<file path="config.mk">
export PLATFORM = sky130hd
export DESIGN_NAME = cache_ctrl_nway_flat
export DESIGN_NICKNAME = d
export VERILOG_FILES = /design/src/rtl/cache_ctrl_nway_pkg.sv /design/src/rtl/cache_ctrl_nway_if.sv /design/src/rtl/cache_ctrl_nway_plru_tree.sv /design/src/rtl/cache_ctrl_nway.sv /design/src/flat_wrapper.sv
export SDC_FILE = /design/constraint.sdc
export NUM_CORES = 1
export LEC_CHECK = 0
export ABC_AREA = 1
export BUFFER_PORTS_ARGS = -buffer_cell sky130_fd_sc_hd__buf_2
export CAP_MARGIN = 10
export CORE_MARGIN = 2
export CORE_UTILIZATION = 40
export CTS_CLUSTER_DIAMETER = 150
export DETAILED_ROUTE_END_ITERATION = 10
export PLACE_DENSITY = 0.79
export SLEW_MARGIN = 5
export SYNTH_ARGS = -nofsm -noshare
export SYNTH_HDL_FRONTEND = slang
export SYNTH_SLANG_ARGS = --single-unit
</file>
<file path="constraint.sdc">
create_clock -name clk -period 2.41 [get_ports clk]
set_input_delay 0.241 -clock clk [delete_from_list [all_inputs] [get_ports clk]]
set_output_delay 0.241 -clock clk [all_outputs]
set_load 0.05 [all_outputs]
</file>
<file path="src/rtl/cache_ctrl_nway_pkg.sv">
// cache_ctrl_nway_pkg: shared types and helpers for the N-way cache controller.
// Package cache_types provides:
//   cache_state_e  - controller FSM state (COMPARE, WRITEBACK, FILL)
//   plru_width()   - tree pseudo-LRU bit count per set for a given way count
package cache_types;

    typedef enum logic [1:0] {
        COMPARE   = 2'd0,
        WRITEBACK = 2'd1,
        FILL      = 2'd2
    } cache_state_e;

    function automatic int plru_width(input int ways);
        return ways - 1;
    endfunction

endpackage

</file>
<file path="src/rtl/cache_ctrl_nway_if.sv">
// cache_ctrl_nway_if: bus bundle between the cache controller and its environment.
// Carries the CPU request/response, per-set way metadata, PLRU tree access,
// way-array enables and the physical-memory handshake.
// Modports:
//   master - the controller (drives enables, mem_resp, pmem_read/pmem_write)
//   slave  - the environment (CPU, way arrays, PLRU array, physical memory)
// Optional feature macro: CACHE_PERF_CNT_EN adds hit_count/miss_count/wb_count.
interface cache_ctrl_nway_if
    import cache_types::*;
#(
    parameter int WAYS   = 4,
    parameter int WAY_W  = $clog2(WAYS),
    parameter int PLRU_W = plru_width(WAYS)
) ();

    logic              mem_read;
    logic              mem_write;
    logic              mem_resp;
    logic [WAYS-1:0]   hit_vec;
    logic [WAYS-1:0]   valid_vec;
    logic [WAYS-1:0]   dirty_vec;
    logic [PLRU_W-1:0] plru_bits;
    logic [PLRU_W-1:0] plru_next;
    logic              load_plru;
    logic [WAY_W-1:0]  way_sel;
    logic [WAYS-1:0]   load_data;
    logic [WAYS-1:0]   load_tag;
    logic [WAYS-1:0]   load_meta;
    logic              dirty_in;
    logic              fill_sel;
    logic              addr_sel;
    logic              pmem_read;
    logic              pmem_write;
    logic              pmem_resp;
`ifdef CACHE_PERF_CNT_EN
    logic [31:0]       hit_count;
    logic [31:0]       miss_count;
    logic [31:0]       wb_count;
`endif

    modport master (
`ifdef CACHE_PERF_CNT_EN
        output hit_count, miss_count, wb_count,
`endif
        input  mem_read, mem_write, hit_vec, valid_vec, dirty_vec, plru_bits, pmem_resp,
        output mem_resp, plru_next, load_plru, way_sel, load_data, load_tag, load_meta,
        output dirty_in, fill_sel, addr_sel, pmem_read, pmem_write
    );

    modport slave (
`ifdef CACHE_PERF_CNT_EN
        input  hit_count, miss_count, wb_count,
`endif
        output mem_read, mem_write, hit_vec, valid_vec, dirty_vec, plru_bits, pmem_resp,
        input  mem_resp, plru_next, load_plru, way_sel, load_data, load_tag, load_meta,
        input  dirty_in, fill_sel, addr_sel, pmem_read, pmem_write
    );

endinterface

</file>
<file path="src/rtl/cache_ctrl_nway_plru_tree.sv">
// plru_tree: combinational tree pseudo-LRU victim select and access update.
// Node i has children 2i+1/2i+2; leaves map to ways left to right.
// A node bit of 0 means the LRU side is the left subtree.
// Ports:
//   i_bits   - stored tree bits for the set
//   i_way    - way being accessed
//   o_victim - way reached by walking the tree from the root
//   o_bits   - tree with every node on i_way's path pointing away from it
module plru_tree #(
    parameter int WAYS = 4
) (
    input  logic [WAYS-2:0]         i_bits,
    input  logic [$clog2(WAYS)-1:0] i_way,
    output logic [$clog2(WAYS)-1:0] o_victim,
    output logic [WAYS-2:0]         o_bits
);

    localparam int WAY_W = $clog2(WAYS);

    // One block per tree level: level l holds nodes (2^l)-1 .. 2^(l+1)-2,
    // and decides victim bit WAY_W-1-l (going right sets that bit).
    for (genvar l = 0; l < WAY_W; l++) begin : g_lvl
        localparam int B = (1 << l) - 1;
        localparam int N = 1 << l;
        logic [N-1:0] w_reach;
        logic [N-1:0] w_bits;
        assign w_bits = i_bits[B +: N];
        if (l == 0) begin : g_root
            assign w_reach = 1'b1;
        end else begin : g_child
            for (genvar p = 0; p < N; p++) begin : g_node
                assign w_reach[p] = g_lvl[l-1].w_reach[p/2] &
                                    (g_lvl[l-1].w_bits[p/2] == 1'(p % 2));
            end
        end
        assign o_victim[WAY_W-1-l] = |(w_reach & w_bits);
        // A node is on the accessed way's path when the way's upper l bits
        // equal the node's position in its level.
        for (genvar p = 0; p < N; p++) begin : g_upd
            assign o_bits[B+p] = ((i_way >> (WAY_W - l)) == WAY_W'(p)) ?
                                 ~i_way[WAY_W-1-l] : i_bits[B+p];
        end
    end

endmodule

</file>
<file path="src/rtl/cache_ctrl_nway.sv">
// cache_ctrl_nway: N-way set-associative write-back cache controller.
// Sits between the CPU port and physical memory and drives the way arrays
// and the per-set tree pseudo-LRU array.
// Ports:
//   clk   - sole clock
//   rst_n - asynchronous active-low reset
//   bus   - cache_ctrl_nway_if master modport (CPU request, set metadata,
//           array enables, pmem handshake)
// Optional feature macro: CACHE_PERF_CNT_EN enables saturating hit/miss/
// writeback counters on bus.hit_count/miss_count/wb_count.
module cache_ctrl_nway
    import cache_types::*;
#(
    parameter int WAYS   = 4,
    parameter int WAY_W  = $clog2(WAYS),
    parameter int PLRU_W = plru_width(WAYS)
) (
    input  logic               clk,
    input  logic               rst_n,
    cache_ctrl_nway_if.master  bus
);

    cache_state_e      r_state;
    cache_state_e      w_state_nxt;
    logic [WAY_W-1:0]  r_victim;
    logic [WAY_W-1:0]  w_victim_nxt;
    logic [WAY_W-1:0]  w_hit_way;
    logic [WAY_W-1:0]  w_inv_way;
    logic [WAY_W-1:0]  w_plru_victim;
    logic [WAY_W-1:0]  w_victim;
    logic [PLRU_W-1:0] w_plru_upd;
    logic [WAYS-1:0]   w_hit_oh;
    logic [WAYS-1:0]   w_fill_oh;
    logic              w_req;
    logic              w_hit;
    logic              w_has_inv;
    logic              w_victim_dirty;

    assign w_req     = bus.mem_read | bus.mem_write;
    assign w_hit     = |bus.hit_vec;
    assign w_has_inv = ~&bus.valid_vec;

    // Descending scan so the lowest index wins (multi-hit and invalid-first).
    always_comb begin
        w_hit_way = '0;
        w_inv_way = '0;
        for (int i = WAYS - 1; i >= 0; i--) begin
            if (bus.hit_vec[i])
                w_hit_way = WAY_W'(i);
            if (!bus.valid_vec[i])
                w_inv_way = WAY_W'(i);
        end
    end

    plru_tree #(.WAYS(WAYS)) u_plru (
        .i_bits   (bus.plru_bits),
        .i_way    (w_hit_way),
        .o_victim (w_plru_victim),
        .o_bits   (w_plru_upd)
    );

    assign w_victim       = w_has_inv ? w_inv_way : w_plru_victim;
    assign w_victim_dirty = bus.valid_vec[w_victim] & bus.dirty_vec[w_victim];
    assign w_hit_oh       = WAYS'(1) << w_hit_way;
    assign w_fill_oh      = WAYS'(1) << r_victim;

    always_ff @(posedge clk or negedge rst_n) begin
        if (!rst_n) begin
            r_state  <= COMPARE;
            r_victim <= '0;
        end else begin
            r_state  <= w_state_nxt;
            r_victim <= w_victim_nxt;
        end
    end

    always_comb begin
        w_state_nxt    = r_state;
        w_victim_nxt   = r_victim;
        bus.mem_resp   = 1'b0;
        bus.plru_next  = bus.plru_bits;
        bus.load_plru  = 1'b0;
        bus.way_sel    = '0;
        bus.load_data  = '0;
        bus.load_tag   = '0;
        bus.load_meta  = '0;
        bus.dirty_in   = 1'b0;
        bus.fill_sel   = 1'b0;
        bus.addr_sel   = 1'b0;
        bus.pmem_read  = 1'b0;
        bus.pmem_write = 1'b0;
        case (r_state)
            COMPARE: begin
                if (w_req && w_hit) begin
                    bus.mem_resp  = 1'b1;
                    bus.way_sel   = w_hit_way;
                    bus.load_plru = 1'b1;
                    bus.plru_next = w_plru_upd;
                    // A write (including read+write together) marks the line dirty.
                    if (bus.mem_write) begin
                        bus.load_data = w_hit_oh;
                        bus.load_meta = w_hit_oh;
                        bus.dirty_in  = 1'b1;
                    end
                end else if (w_req) begin
                    w_victim_nxt = w_victim;
                    w_state_nxt  = w_victim_dirty ? WRITEBACK : FILL;
                end
            end
            WRITEBACK: begin
                bus.pmem_write = 1'b1;
                bus.addr_sel   = 1'b1;
                bus.way_sel    = r_victim;
                if (bus.pmem_resp)
                    w_state_nxt = FILL;
            end
            FILL: begin
                bus.pmem_read = 1'b1;
                bus.fill_sel  = 1'b1;
                if (bus.pmem_resp) begin
                    bus.load_data = w_fill_oh;
                    bus.load_tag  = w_fill_oh;
                    bus.load_meta = w_fill_oh;
                    w_state_nxt   = COMPARE;
                end
            end
            default: w_state_nxt = COMPARE;
        endcase
    end

`ifdef CACHE_PERF_CNT_EN
    logic [31:0] r_hit_cnt;
    logic [31:0] r_miss_cnt;
    logic [31:0] r_wb_cnt;
    logic        w_cnt_hit;
    logic        w_cnt_miss;
    logic        w_cnt_wb;

    assign w_cnt_hit  = (r_state == COMPARE) & w_req & w_hit;
    assign w_cnt_miss = (r_state == COMPARE) & w_req & ~w_hit;
    assign w_cnt_wb   = (r_state == WRITEBACK) & bus.pmem_resp;

    // Increment is suppressed once a counter reaches all ones (saturation).
    always_ff @(posedge clk or negedge rst_n) begin
        if (!rst_n) begin
            r_hit_cnt  <= '0;
            r_miss_cnt <= '0;
            r_wb_cnt   <= '0;
        end else begin
            r_hit_cnt  <= r_hit_cnt + 32'(w_cnt_hit & ~&r_hit_cnt);
            r_miss_cnt <= r_miss_cnt + 32'(w_cnt_miss & ~&r_miss_cnt);
            r_wb_cnt   <= r_wb_cnt + 32'(w_cnt_wb & ~&r_wb_cnt);
        end
    end

    assign bus.hit_count  = r_hit_cnt;
    assign bus.miss_count = r_miss_cnt;
    assign bus.wb_count   = r_wb_cnt;
`endif

endmodule
</file>
<file path="src/flat_wrapper.sv">
// flat-port wrapper written by rule: the top's interface ports become plain ports
module cache_ctrl_nway_flat import cache_types::*;
#(
    parameter int WAYS   = 4,
    parameter int WAY_W  = $clog2(WAYS),
    parameter int PLRU_W = plru_width(WAYS)
)
  (clk, rst_n, bus_mem_read, bus_mem_write, bus_hit_vec, bus_valid_vec, bus_dirty_vec, bus_plru_bits, bus_pmem_resp, bus_mem_resp, bus_plru_next, bus_load_plru, bus_way_sel, bus_load_data, bus_load_tag, bus_load_meta, bus_dirty_in, bus_fill_sel, bus_addr_sel, bus_pmem_read, bus_pmem_write);
  cache_ctrl_nway_if #(.WAYS(WAYS), .WAY_W(WAY_W), .PLRU_W(PLRU_W)) bus_i ();
  input  logic clk;
  input  logic rst_n;
  input wire logic [$bits(bus_i.mem_read)-1:0] bus_mem_read;
  input wire logic [$bits(bus_i.mem_write)-1:0] bus_mem_write;
  input wire logic [$bits(bus_i.hit_vec)-1:0] bus_hit_vec;
  input wire logic [$bits(bus_i.valid_vec)-1:0] bus_valid_vec;
  input wire logic [$bits(bus_i.dirty_vec)-1:0] bus_dirty_vec;
  input wire logic [$bits(bus_i.plru_bits)-1:0] bus_plru_bits;
  input wire logic [$bits(bus_i.pmem_resp)-1:0] bus_pmem_resp;
  output wire logic [$bits(bus_i.mem_resp)-1:0] bus_mem_resp;
  output wire logic [$bits(bus_i.plru_next)-1:0] bus_plru_next;
  output wire logic [$bits(bus_i.load_plru)-1:0] bus_load_plru;
  output wire logic [$bits(bus_i.way_sel)-1:0] bus_way_sel;
  output wire logic [$bits(bus_i.load_data)-1:0] bus_load_data;
  output wire logic [$bits(bus_i.load_tag)-1:0] bus_load_tag;
  output wire logic [$bits(bus_i.load_meta)-1:0] bus_load_meta;
  output wire logic [$bits(bus_i.dirty_in)-1:0] bus_dirty_in;
  output wire logic [$bits(bus_i.fill_sel)-1:0] bus_fill_sel;
  output wire logic [$bits(bus_i.addr_sel)-1:0] bus_addr_sel;
  output wire logic [$bits(bus_i.pmem_read)-1:0] bus_pmem_read;
  output wire logic [$bits(bus_i.pmem_write)-1:0] bus_pmem_write;
  assign bus_i.mem_read = bus_mem_read;
  assign bus_i.mem_write = bus_mem_write;
  assign bus_i.hit_vec = bus_hit_vec;
  assign bus_i.valid_vec = bus_valid_vec;
  assign bus_i.dirty_vec = bus_dirty_vec;
  assign bus_i.plru_bits = bus_plru_bits;
  assign bus_i.pmem_resp = bus_pmem_resp;
  assign bus_mem_resp = bus_i.mem_resp;
  assign bus_plru_next = bus_i.plru_next;
  assign bus_load_plru = bus_i.load_plru;
  assign bus_way_sel = bus_i.way_sel;
  assign bus_load_data = bus_i.load_data;
  assign bus_load_tag = bus_i.load_tag;
  assign bus_load_meta = bus_i.load_meta;
  assign bus_dirty_in = bus_i.dirty_in;
  assign bus_fill_sel = bus_i.fill_sel;
  assign bus_addr_sel = bus_i.addr_sel;
  assign bus_pmem_read = bus_i.pmem_read;
  assign bus_pmem_write = bus_i.pmem_write;
  cache_ctrl_nway #(.WAYS(WAYS), .WAY_W(WAY_W), .PLRU_W(PLRU_W)) u_core (.clk(clk), .rst_n(rst_n), .bus(bus_i));
endmodule
</file>
# == Word-level counts from Yosys, hierarchy flattened ==
# Cells that the tools add are included.
# Widths: inputs -> output; s select.
# op_classes
magnitude_cmp,1
n_eq_ne,6
n_shift,2
n_mux,37
bitwise_logic,7
reduce_logical,8
# op_table
op,count
$mux 2,15
$mux 4,4
$mux 1,11
$pmux 4 s2,1
$reduce_and 4->1,2
$shl 1x2->4 const A,2
$mux 3,2
$ne 2x2->1 const B,3
$pmux 2 s3,1
$bmux 1 s2,2
$logic_not 2->1,2
$not 1->1,4
$pmux 2 s2,1
$reduce_or 4->1,1
$lt 2x3->1 const B,1
$reduce_and 3->1,1
$and 2x2->2,1
$eq 2x1->1 const B,1
$eq 2x2->1 const B,1
$ne 2x1->1 const B,1
$reduce_or 2->1,1
$and 1x1->1,1
$logic_and 1x1->1,1
$or 1x1->1,1
# word_totals
regBits,4
input_bits,20
out_inout_bits,24
wordCells,63

# == Depth between registers and ports, before layout ==
# depth
ltp_word,12
mapped_depth,11
mapped_depth_nobuf,11

# == Hierarchy ==
# Synthesis repeated with hierarchy kept, for this count alone.
# hier_totals
cells_unflattened,105
area_unflattened_um2,614.3
# modules_own_cells
mod,n_inst,cells_each,area_per_inst_um2,seq_area_each_um2
cache_ctrl_nway,1,93,564.3,100.1
plru_tree,1,12,50.0,0.0

# == Least setup slack after synthesis ==
# OpenSTA, ideal clock, no wires.
# synth_path
path_type,reg-to-output
from,register u_core.r_state[1]
to,output port bus_load_meta[2]
t_arrival_ps,2769
t_required_ps,2169
path_slack_ps,-600
stages_incl_launch_ff,7
n_path_buf,1
cell_sequence,dfrtp_1 -> inv_2 -> nor2_1 -> nand2_1 -> nor2_1 -> a31o_2 -> buf_4
# synth_between
elab_chain_cells,2
elab_cells_between_ends,3
cone_classes,eq/ne (1); mux (1); reduce/logical (1)
# synth_lines
item,line_no,rtl
from (decl),cache_ctrl_nway.sv:23,cache_state_e r_state;
from (signal assigned),cache_ctrl_nway.sv:72,r_state <= w_state_nxt;
$eq 2x2->1 / $logic_not 2->1 (equally long branches),n/a,
$pmux 4 s2 (*),n/a,
to (decl),flat_wrapper.sv:25,output wire logic [$bits(bus_i.load_meta)-1:0] bus_load_meta;
# Mark *: on every way between the ends. The rest lies on a longest branch, timed or not.

# == Worst setup path after layout ==
# layout_path
from,register u_core.r_state[0]
to,output port bus_load_data[3]
# layout_between
elab_chain_cells,2
elab_cells_between_ends,3
cone_classes,eq/ne (1); mux (1); reduce/logical (1)
# layout_lines
item,line_no,rtl
$eq 2x2->1 / $logic_not 2->1 (equally long branches),cache_ctrl_nway.sv:92,case (r_state)
$pmux 4 s2 (*),cache_ctrl_nway.sv:92,
to (decl),flat_wrapper.sv:23,output wire logic [$bits(bus_i.load_data)-1:0] bus_load_data;
# Marks and branches as above.

==> run_results.csv <==
group,metric,value,unit
outcome,status,"complete, no violations",
min_path,min_from,"bus_pmem_resp",
setup_path,crit_fanout,5,
timing,skew,4.66,ps
timing,max_slew_margin,81.8,%
setup_path,rr_worst_depth,9,
detailed_routing,final_antenna_net_count,0,
timing,fin_crit_sh,85.2,%
power_and_ir_drop,pwr-share-comb,78.4,%
detailed_routing,wl_per_cell,10.4,um
power_and_ir_drop,p_int,309,uW
clocking,numCtsBuffers,3,
global_route,grt_pass1_vias,693,
timing,setup_viol,0,
logic_synthesis,yosys-top-cells-area,"nand2_1 17%, dfrtp_1 16%, inv_1 10%",
detailed_routing,firstDrtPassIters,4,
setup_path,rr_startpoint,"u_core.r_state[0]$_DFFE_PN0P_",
global_route,antenna_found_initial,0,
min_path,hp-class,"input port to register",
logic_synthesis,syn_area,611,um2
cells_and_area,fin_nets,162,
logic_synthesis,netlist_top_cells_count,"27 x nand2_1, 17 x inv_1, 10 x nor2_1",
timing,min_period,2050,ps
setup_path,r2r_end,"u_core.r_state[1]$_DFFE_PN0P_",
power_and_ir_drop,switching_share,65.9,%
floorplanning,start_util,41.5,%
logic_synthesis,yosys.area.top_type,"nand2_1",
timing,fin_tns_setup,0,ps
floorplanning,ios,44,
clocking,h-tree-depth,1,
global_route,overflow,0,
logic_synthesis,synth-main-ff-cell,"dfrtp_1",
setup_path,worstPathRequired,2170,ps
power_and_ir_drop,leakage,0.522,nW
power_and_ir_drop,clockPowerShare,9.7,%
clocking,cts_resized,0,
detailed_routing,num_vias,747,
logic_synthesis,yosys_warnings,0,
cells_and_area,final_layout_size_suffix_gt1_share,47.9,%
logic_synthesis,synth_nets,120,
timing,maxSlewViolCount,0,
timing,grt_setup_unrepaired,"no",
cells_and_area,design_area,852,um2
logic_synthesis,ys_async_sr_fraction,100,%
cells_and_area,n_antenna_cell,0,
min_path,holdPathEnd,"u_core.r_state[0]$_DFFE_PN0P_",
floorplanning,dieHeight,43.1,um
logic_synthesis,synth_seq_cells,4,
setup_path,cp-start-kind,"register",
setup_path,critPathKind,"register to output pin",
logic_synthesis,synth_cell_types,21,
power_and_ir_drop,power_frac_seq,11.8,%
clocking,clock_latency,240,ps
logic_synthesis,avgSynthCellArea,6.11,um2
clocking,cts_hold_buf,1,
logic_synthesis,ys_seq_area_share,16.4,%
clocking,cts_tree,"built",
clocking,clock-root-buffer,"clkbuf_4",
timing,worst_pin_slew,273,ps
cells_and_area,syn_to_final_growth,39.5,%
global_route,grt_pass1_wl,2590,um
logic_synthesis,synth_edf_count,0,
clocking,post-cts-setup-buffer-count,0,
global_route,grt_max_degree,6,
place,place_congestion,0.846,
job,maxCapViolCount,0,
floorplanning,coreArea,1470,um2
floorplanning,die_x,43.1,um
power_and_ir_drop,peakVddDrop,0.000414,V
clocking,clkSinkCount,4,
logic_synthesis,synth_top_area_share,16.6,%
power_and_ir_drop,p_switching,598,uW
clocking,cts_buffer_depth,2,
timing,max_freq,487,MHz
place,post_dp_cell_area,820,um2
place,dpl.hpwl,1440,um
logic_synthesis,yosysMostFrequentCell,"nand2_1",
power_and_ir_drop,power_density,1060,nW/um2
detailed_routing,drc,0,
floorplanning,row_count,14,
floorplanning,dieArea,1860,um2
logic_synthesis,synthCells,100,
min_path,hold_depth,4,
timing,hold_viol,0,
place,port_buffers,43,
clocking,clkTransAtPathRegs,40,ps
global_route,grt.total_usage,18.1,%
setup_path,end_kind,"output pin",
detailed_routing,wirelength,1620,um
setup_path,crit_arrival,1810,ps
detailed_routing,via_per_inst,4.79,
detailed_routing,drt_iter0_drc,11,
setup_path,reg2reg_slack,1140,ps
metrics by stage:
step / util, % / power [mW] / worst slack [ps] / hold WS, ps / std cells
5_1_grt: 57.9 / 0.958 / 227 / 321 / 156
2_1_floorplan: - / 0.717 / -90.2 / -54.6 / 100
6_report: 57.9 / 0.907 / 357 / 295 / 156
3_5_place_dp: 55.7 / 0.818 / 593 / 48.7 / 152
4_1_cts: 57.9 / 0.911 / 332 / 292 / 156
3_3_place_gp: 55.7 / 0.807 / 674 / 45.0 / 152
cell families after synthesis:
family | Yosys count | share of synthesized area [%]
AOI/OAI and AO/OA | 14 | 14.8
xor gates and xnor gates | 1 | 2.66
buffers and inverters | 27 | 20.9
DFF | 4 | 16.4
muxes | 1 | 1.84
and+or+nand+nor | 53 | 43.4
critical path, cell delays in order (launching register included):
cell,delay (ps)
dfrtp_1,380
inv_1,110
nand2_2,90
nor2_4,130
inv_1,90
nor2_4,130
nand2_2,80
inv_2,80
nand2_1,90
o22ai_4,100
buf_2,280
layer usage:
metal | up-vias | track usage (%) | wire [um]
li1 | 382 | - | -
met1 | 325 | 18.3 | 605
met2 | 36 | 37.9 | 859
met3 | 4 | 0 | 120
met4 | 0 | 7.27 | 38
met5 | - | 0 | 0
how the worst max path moves through the flow:
stage	from	to	slack, ps	cells after the start
2_1_floorplan	u_core.r_state[1]$_DFFE_PN0P_	bus_load_meta[2]	-90	6
3_3_place_gp	u_core.r_state[1]$_DFFE_PN0P_	bus_load_data[3]	670	10
3_5_place_dp	u_core.r_state[1]$_DFFE_PN0P_	bus_load_data[3]	590	10
4_1_cts	u_core.r_state[0]$_DFFE_PN0P_	bus_load_data[3]	330	10
5_1_grt	u_core.r_state[1]$_DFFE_PN0P_	bus_load_meta[3]	230	10
6_report	u_core.r_state[0]$_DFFE_PN0P_	bus_load_data[3]	360	10
area by class of cell:
type                       instances  area [um2]
clock buffer                       3        22.5
fill                             153         619
inverter                          20        75.1
multi-input combinational         69         409
sequential                         4         100
tap                               16        20.0
timing repair buffer              44         225
sequential cells by signal, summed over array words and instances (netlist names):
signal and flops:
u_core.r_state 2, u_core.r_victim 2
power by group through the flow:
stage                     Clock (mW)  Combinational, mW  Sequential [mW]
final                         0.0883              0.712            0.107
after global routing          0.0884              0.759            0.110
after CTS                     0.0884              0.717            0.106
after detailed placement           0              0.712            0.106
after global placement             0              0.703            0.104
after floorplan                    0              0.615            0.102
cell usage in the layout (no fill, tap or decap), types with 3 or more instances in the layout:
cell type	instances
clkbuf_4	3
inv_1	17
o21ai_0	4
nor2_1	7
buf_2	43
nand2_1	27
dfrtp_1	4
inv_2	3
nor2_4	5
nand3_1	5
No activity file was read; power rests on OpenSTA's default activity.
